`src/rtl/main_datapath.sv`:
```
// ----------------------------------------------------------------------------
// main_datapath
//   Single-cycle load/store execution core: a 32x32 register file, an 8-op
//   ALU and a word-addressed data memory. The effective address is
//   R[RS] op sign_ext(offset). A load writes the addressed memory word into
//   R[W_Addr]. A store writes R[RT] into the addressed memory word.
//
// Parameters
//   MEM_AW     data memory word-address width (2**MEM_AW words)
//
// Ports
//   clk        in   1   single clock, all state updates on posedge
//   Reset      in   1   synchronous, active-low reset
//   Write_Reg  in   1   register-file write enable (R[W_Addr] <= Data_Bus)
//   Mem_Write  in   1   data-memory write enable (mem[index] <= R[RT])
//   offset     in   16  immediate, sign-extended as ALU operand B
//   ALU_OP     in   3   0 AND,1 OR,2 XOR,3 NOR,4 ADD,5 SUB,6 SLT,7 SLL
//   W_Addr     in   5   register-file write address
//   RS         in   5   read port A address (base register)
//   RT         in   5   read port B address (store data)
//   A          out  32  R[RS], combinational
//   Data_Bus   out  32  memory word addressed by Result, combinational
//   Result     out  32  ALU result
//   OF         out  1   signed overflow of ADD/SUB, 0 otherwise
//   ZF         out  1   Result == 0
//
// Configuration macro
//   OVF_WRITE_BLOCK_EN  defined: both write enables are suppressed in any
//                       cycle where OF=1. Undefined: enables act regardless.
// ----------------------------------------------------------------------------
module main_datapath #(
  parameter int MEM_AW = 6
) (
  input  logic        clk,
  input  logic        Reset,
  input  logic        Write_Reg,
  input  logic        Mem_Write,
  input  logic [15:0] offset,
  input  logic [2:0]  ALU_OP,
  input  logic [4:0]  W_Addr,
  input  logic [4:0]  RS,
  input  logic [4:0]  RT,
  output logic [31:0] A,
  output logic [31:0] Data_Bus,
  output logic [31:0] Result,
  output logic        OF,
  output logic        ZF
);

  localparam int DATA_W    = 32;
  localparam int MEM_DEPTH = 1 << MEM_AW;

  typedef enum logic [2:0] {
    OP_AND = 3'd0,
    OP_OR  = 3'd1,
    OP_XOR = 3'd2,
    OP_NOR = 3'd3,
    OP_ADD = 3'd4,
    OP_SUB = 3'd5,
    OP_SLT = 3'd6,
    OP_SLL = 3'd7
  } alu_op_e;

  logic signed [DATA_W-1:0] rf_q  [32];
  logic signed [DATA_W-1:0] mem_q [MEM_DEPTH];

  logic signed [DATA_W-1:0] op_a;
  logic signed [DATA_W-1:0] op_b;
  logic signed [DATA_W-1:0] rt_data;
  logic signed [DATA_W-1:0] alu_res;
  logic                     alu_of;
  logic [MEM_AW-1:0]        mem_idx;
  logic                     reg_we_d;
  logic                     mem_we_d;

  function automatic logic signed [DATA_W-1:0] sign_ext16(input logic [15:0] v);
    return {{(DATA_W-16){v[15]}}, v};
  endfunction

  // Returns {overflow, result}. Overflow uses a one-bit sign extension:
  // the two top bits of the widened sum disagree exactly on signed overflow.
  function automatic logic [DATA_W:0] alu_eval(input alu_op_e op,
                                               input logic signed [DATA_W-1:0] a,
                                               input logic signed [DATA_W-1:0] b);
    logic signed [DATA_W:0]   wide;
    logic signed [DATA_W-1:0] res;
    logic                     ovf;
    wide = '0;
    res  = '0;
    ovf  = 1'b0;
    case (op)
      OP_AND: res = a & b;
      OP_OR:  res = a | b;
      OP_XOR: res = a ^ b;
      OP_NOR: res = ~(a | b);
      OP_ADD: begin
        wide = {a[DATA_W-1], a} + {b[DATA_W-1], b};
        res  = wide[DATA_W-1:0];
        ovf  = wide[DATA_W] ^ wide[DATA_W-1];
      end
      OP_SUB: begin
        wide = {a[DATA_W-1], a} - {b[DATA_W-1], b};
        res  = wide[DATA_W-1:0];
        ovf  = wide[DATA_W] ^ wide[DATA_W-1];
      end
      OP_SLT: res = {{(DATA_W-1){1'b0}}, (a < b)};
      OP_SLL: res = a << b[4:0];
      default: res = '0;
    endcase
    return {ovf, res};
  endfunction

  // R0 is hard-wired to zero on both read ports.
  assign op_a    = (RS == 5'd0) ? '0 : rf_q[RS];
  assign rt_data = (RT == 5'd0) ? '0 : rf_q[RT];
  assign op_b    = sign_ext16(offset);

  always_comb begin
    {alu_of, alu_res} = alu_eval(alu_op_e'(ALU_OP), op_a, op_b);
  end

  // Byte address -> word index; low two bits and bits above the memory
  // range are dropped, so addresses wrap around the memory.
  assign mem_idx = alu_res[MEM_AW+1:2];

  assign A        = op_a;
  assign Result   = alu_res;
  assign Data_Bus = mem_q[mem_idx];
  assign OF       = alu_of;
  assign ZF       = (alu_res == '0);

`ifdef OVF_WRITE_BLOCK_EN
  assign reg_we_d = Write_Reg & ~alu_of;
  assign mem_we_d = Mem_Write & ~alu_of;
`else
  assign reg_we_d = Write_Reg;
  assign mem_we_d = Mem_Write;
`endif

  // Both writes sample pre-edge values: the register takes the old memory
  // word and the memory takes the old R[RT], so a combined load/store is a
  // clean swap with no bypass in either direction. Reset wins over writes.
  always_ff @(posedge clk) begin
    if (!Reset) begin
      for (int i = 0; i < 32; i++) begin
        rf_q[i] <= '0;
      end
      for (int i = 0; i < MEM_DEPTH; i++) begin
        mem_q[i] <= DATA_W'(i);
      end
    end else begin
      if (reg_we_d && (W_Addr != 5'd0)) begin
        rf_q[W_Addr] <= Data_Bus;
      end
      if (mem_we_d) begin
        mem_q[mem_idx] <= rt_data;
      end
    end
  end

endmodule

```
`config.mk`:
```
export PLATFORM = sky130hd
export DESIGN_NAME = main_datapath
export DESIGN_NICKNAME = d
export VERILOG_FILES = /design/src/rtl/main_datapath.sv
export SDC_FILE = /design/constraint.sdc
export NUM_CORES = 2
export LEC_CHECK = 0
export CAP_MARGIN = 10
export CORE_ASPECT_RATIO = 0.6
export CORE_UTILIZATION = 30
export CTS_BUF_LIST = sky130_fd_sc_hd__clkbuf_4
export CTS_CLUSTER_DIAMETER = 200
export CTS_CLUSTER_SIZE = 25
export DETAILED_ROUTE_END_ITERATION = 8
export SYNTH_ARGS = -nofsm -noshare
export SYNTH_HDL_FRONTEND = slang
export SYNTH_SLANG_ARGS = --single-unit
```
`constraint.sdc`:
```
create_clock -name clk -period 20.7 [get_ports clk]
set_input_delay 4.14 -clock clk [delete_from_list [all_inputs] [get_ports clk]]
set_output_delay 4.14 -clock clk [all_outputs]
set_load 0.01 [all_outputs]
```
==> flow_metrics.py <==
metrics = {
    "cts": {
        "postCtsSetupBuffers": 0,
        "cts.sinks": 3072,
        "path_clk_slew_ns": 0.26,
        "numCtsBuffers": 148,
        "cts-root-buf": "clkbuf_4",
        "cts_hold_buffers": 0,
        "cts_tree": "yes",
        "h-tree-depth": 4,
        "cts_resized": 0,
        "insertion_delay_ns": 1.55,
        "cts.path.max_buffers": 4,
    },
    "yosys": {
        "async_flop_share": 0,
        "synth-seq-cells": 3072,
        "yosysWarnings": 0,
        "yosysSeqAreaShare": 0.601,
        "synth-edff-count": 3072,
        "ys_types": 90,
        "synth_top_area_frac": 0.601,
        "ys.flop_type": "edfxtp_1",
        "synth.largest_area_cell": "edfxtp_1",
        "synth_cells": 12860,
        "netlist_area_mm2": 0.153,
        "ys_top_cells_by_area": "edfxtp_1, mux4_2, nor2_1, nand2_1, mux2i_1",
        "synth_area_per_cell_um2": 11.9,
    },
    "drt": {
        "ant_nets": 0,
        "remaining_drc_errors": 123,
        "wl_mm": 601,
        "first_iter_violations": 20536,
        "routedWlPerCell_um": 31.3,
        "vias": 113022,
        "via_per_inst": 5.88,
        "wl_met2_mm": 222,
        "highest_layer": "met5",
        "drt_pass1_iterations": 9,
        "met1Wirelength_mm": 251,
        "dr_wl_met3_mm": 112,
    },
    "floorplan": {
        "row_count": 203,
        "fp.dieW_um": 925,
        "die_area_mm2": 0.514,
        "die_h_um": 556,
        "start_util": 0.301,
        "coreArea_mm2": 0.510,
        "io_pins": 136,
    },
    "critical_path": {
        "cp.arrival_ns": 14.30,
        "crit_buf_inv": 9,
        "crit_path_max_fanout": 49,
        "worstPathRequired_ns": 16.56,
        "cpMaxStageDelayCell": "o21ai_1",
        "worst_path_most_repeated_cell": "buf_4",
        "critical_path.top_delay_family": "buffers and inverters",
        "crit_type": "input port to primary output",
        "cpPeakStageDelay_ns": 1.27,
        "r2r_slack_ns": 11.45,
        "crit_chain": "clkdlybuf4s50_1, buf_4, or2_1, buf_4, a21oi_1, nor4_1, nand2_1, ha_1, nor2_1, nand4_1, o311ai_1, o221ai_1, mux2i_1, and3_2, buf_4, inv_6, buf_4, buf_4, a31oi_1, o21ai_1, or4_1, buf_4, clkdlybuf4s50_1",
        "crit_path_start_kind": "input port",
        "critPathCaptureType": "primary output",
    },
    "pwr": {
        "p_per_area_mw_per_mm2": 81.8,
        "power_frac_clock": 0.167,
        "p_sw_frac": 0.367,
        "seqPwrFrac": 0.532,
        "internal_power_mw": 8.49,
        "combPwrFrac": 0.300,
        "p_leak_nw": 54.6,
        "switchingPower_mw": 4.93,
        "ir_drop_mv": 0.0524,
    },
    "hold_path": {
        "hp-class": "flop to flop",
    },
    "sta": {
        "hold_ws_ns": 1.33,
        "clock.fmax_mhz": 54.2,
        "finalSetupTns_ns": 0,
        "slew_viol_final": 45,
        "final.min_clock_period_ns": 18.44,
        "max_slew_margin": -0.156,
        "skew_ns": 0.225,
        "finalHoldViolations": 0,
        "max_slew.worst_pin.slew_ns": 1.73,
        "fin_crit_sh": 0.891,
        "postLayoutSetupSlackWorst_ns": 2.26,
        "grt_setup_unrepaired": "false",
        "finalSetupViolations": 0,
    },
    "place": {
        "placed_cells": 18972,
        "dp_hpwl_mm": 385,
        "portBuffers": 135,
        "dp_slack_ns": 3.08,
        "gp_congestion": 0.980,
    },
    "outcome": {
        "violations": "design-rule violations, max-capacitance violations, max-slew violations",
        "status": "finished with violations",
    },
    "global_routing": {
        "grt_pass1_vias": 102054,
        "grtUsageTotal": 0.224,
        "overflow": 0,
        "grt_max_degree": 143,
        "grt_pass1_wl_mm": 828,
        "antenna_found_initial": 81,
    },
    "final_layout": {
        "final_nets": 12500,
        "fin_cells": 19235,
        "layout-drive-gt1-share": 0.115,
        "syn2layout_area_growth_pct": 6.91,
    },
    "job": {
        "max_cap_violations": 6,
    },
}
==> cell type report <==
class | instances | area, um^2
Timing Repair Buffer | 572 | 4960
Inverter | 98 | 393
Clock buffer | 151 | 1130
Fill cell | 50699 | 346000
Antenna cell | 106 | 265
Multi-Input combinational cell | 8467 | 56500
Tap cell | 6765 | 8460
Clock inverter | 4 | 16.3
Sequential cell | 3072 | 92200
==> power groups by stage <==
stage	clock (mW)	combinational, mW	sequential [mW]
2_1_floorplan	0	2.08	7.25
3_3_place_gp	0	3.83	7.28
3_5_place_dp	0	3.84	7.28
4_1_cts	2.25	3.85	7.14
5_1_grt	2.43	4.11	7.17
6_report	2.25	4.03	7.15
==> logic make-up after synthesis <==
logic type	synth area share
AND/OR/NAND/NOR	0.165
adder cells (fa/ha/maj)	0.00840
buffers and inverters	0.0357
flip-flops	0.601
multiplexers	0.113
AO/OA/AOI/OAI	0.0746
other	0.0000244
XOR/XNOR	0.00171
==> tightest hold or removal path: stages (launching register included) <==
cell and delay, ns:
edfxtp_1 0.39, nand2_1 0.04, nand3_1 0.07, a31oi_1 0.09, a31oi_1 0.18, nor3_2 0.11, buf_4 0.26, nor2_1 0.14
==> Yosys cell counts, drive strengths merged, types with 103 or more instances <==
cell type	instances
mux4	584
and3	181
o21ai	138
clkbuf	962
mux2i	367
nor2	2283
a32oi	135
edfxtp	3072
and2	401
a311oi	141
nor2b	481
a22oi	192
ha	103
a31oi	201
nand3	355
nand2	1816
buf	292
a21oi	169
==> stage by stage <==
step | total power [mW] | utilization | cell area [um^2]
3_3_place_gp | 11.1 | 0.319 | 163000
4_1_cts | 13.2 | 0.321 | 164000
2_1_floorplan | 9.33 | - | 154000
5_1_grt | 13.7 | 0.322 | 164000
6_report | 13.4 | 0.322 | 164000
3_5_place_dp | 11.1 | 0.319 | 163000
==> flip-flops by register name, indices dropped and copies added, names as in the netlist <==
name,count
mem_q,2048
rf_q,1024
==> placed cells by master, fill, tap and decap left out, types with 103 or more instances in the layout <==
master           count
a32oi_1            135
a31oi_1            201
a22oi_1            192
nor2_1            2269
nor2b_1            478
clkbuf_4           151
mux4_2             584
mux2i_1            367
clkdlybuf4s50_1    116
and2_1             397
and3_1             179
edfxtp_1          3072
ha_1               103
diode_2            106
nand3_1            355
a311oi_1           140
o21ai_0            120
buf_4              416
a21oi_1            167
nand2_1           1733
==> routing by layer <==
metal	track usage	vias up
li1	-	45864
met2	0.278	8861
met3	0.117	897
met5	0.00678	-
met4	0.0501	74
met1	0.334	57326
==> path summary, 6_finish.rpt <==
check                 from           end  cells past startpoint
max                  RS[3]  Data_Bus[12]                     23
min          mem_q[36][22]  rf_q[21][22]                      7
max reg2reg    rf_q[17][4]   rf_q[17][6]                     21
min reg2reg  mem_q[36][22]  rf_q[21][22]                      7
(Power assumes the default switching activity.)
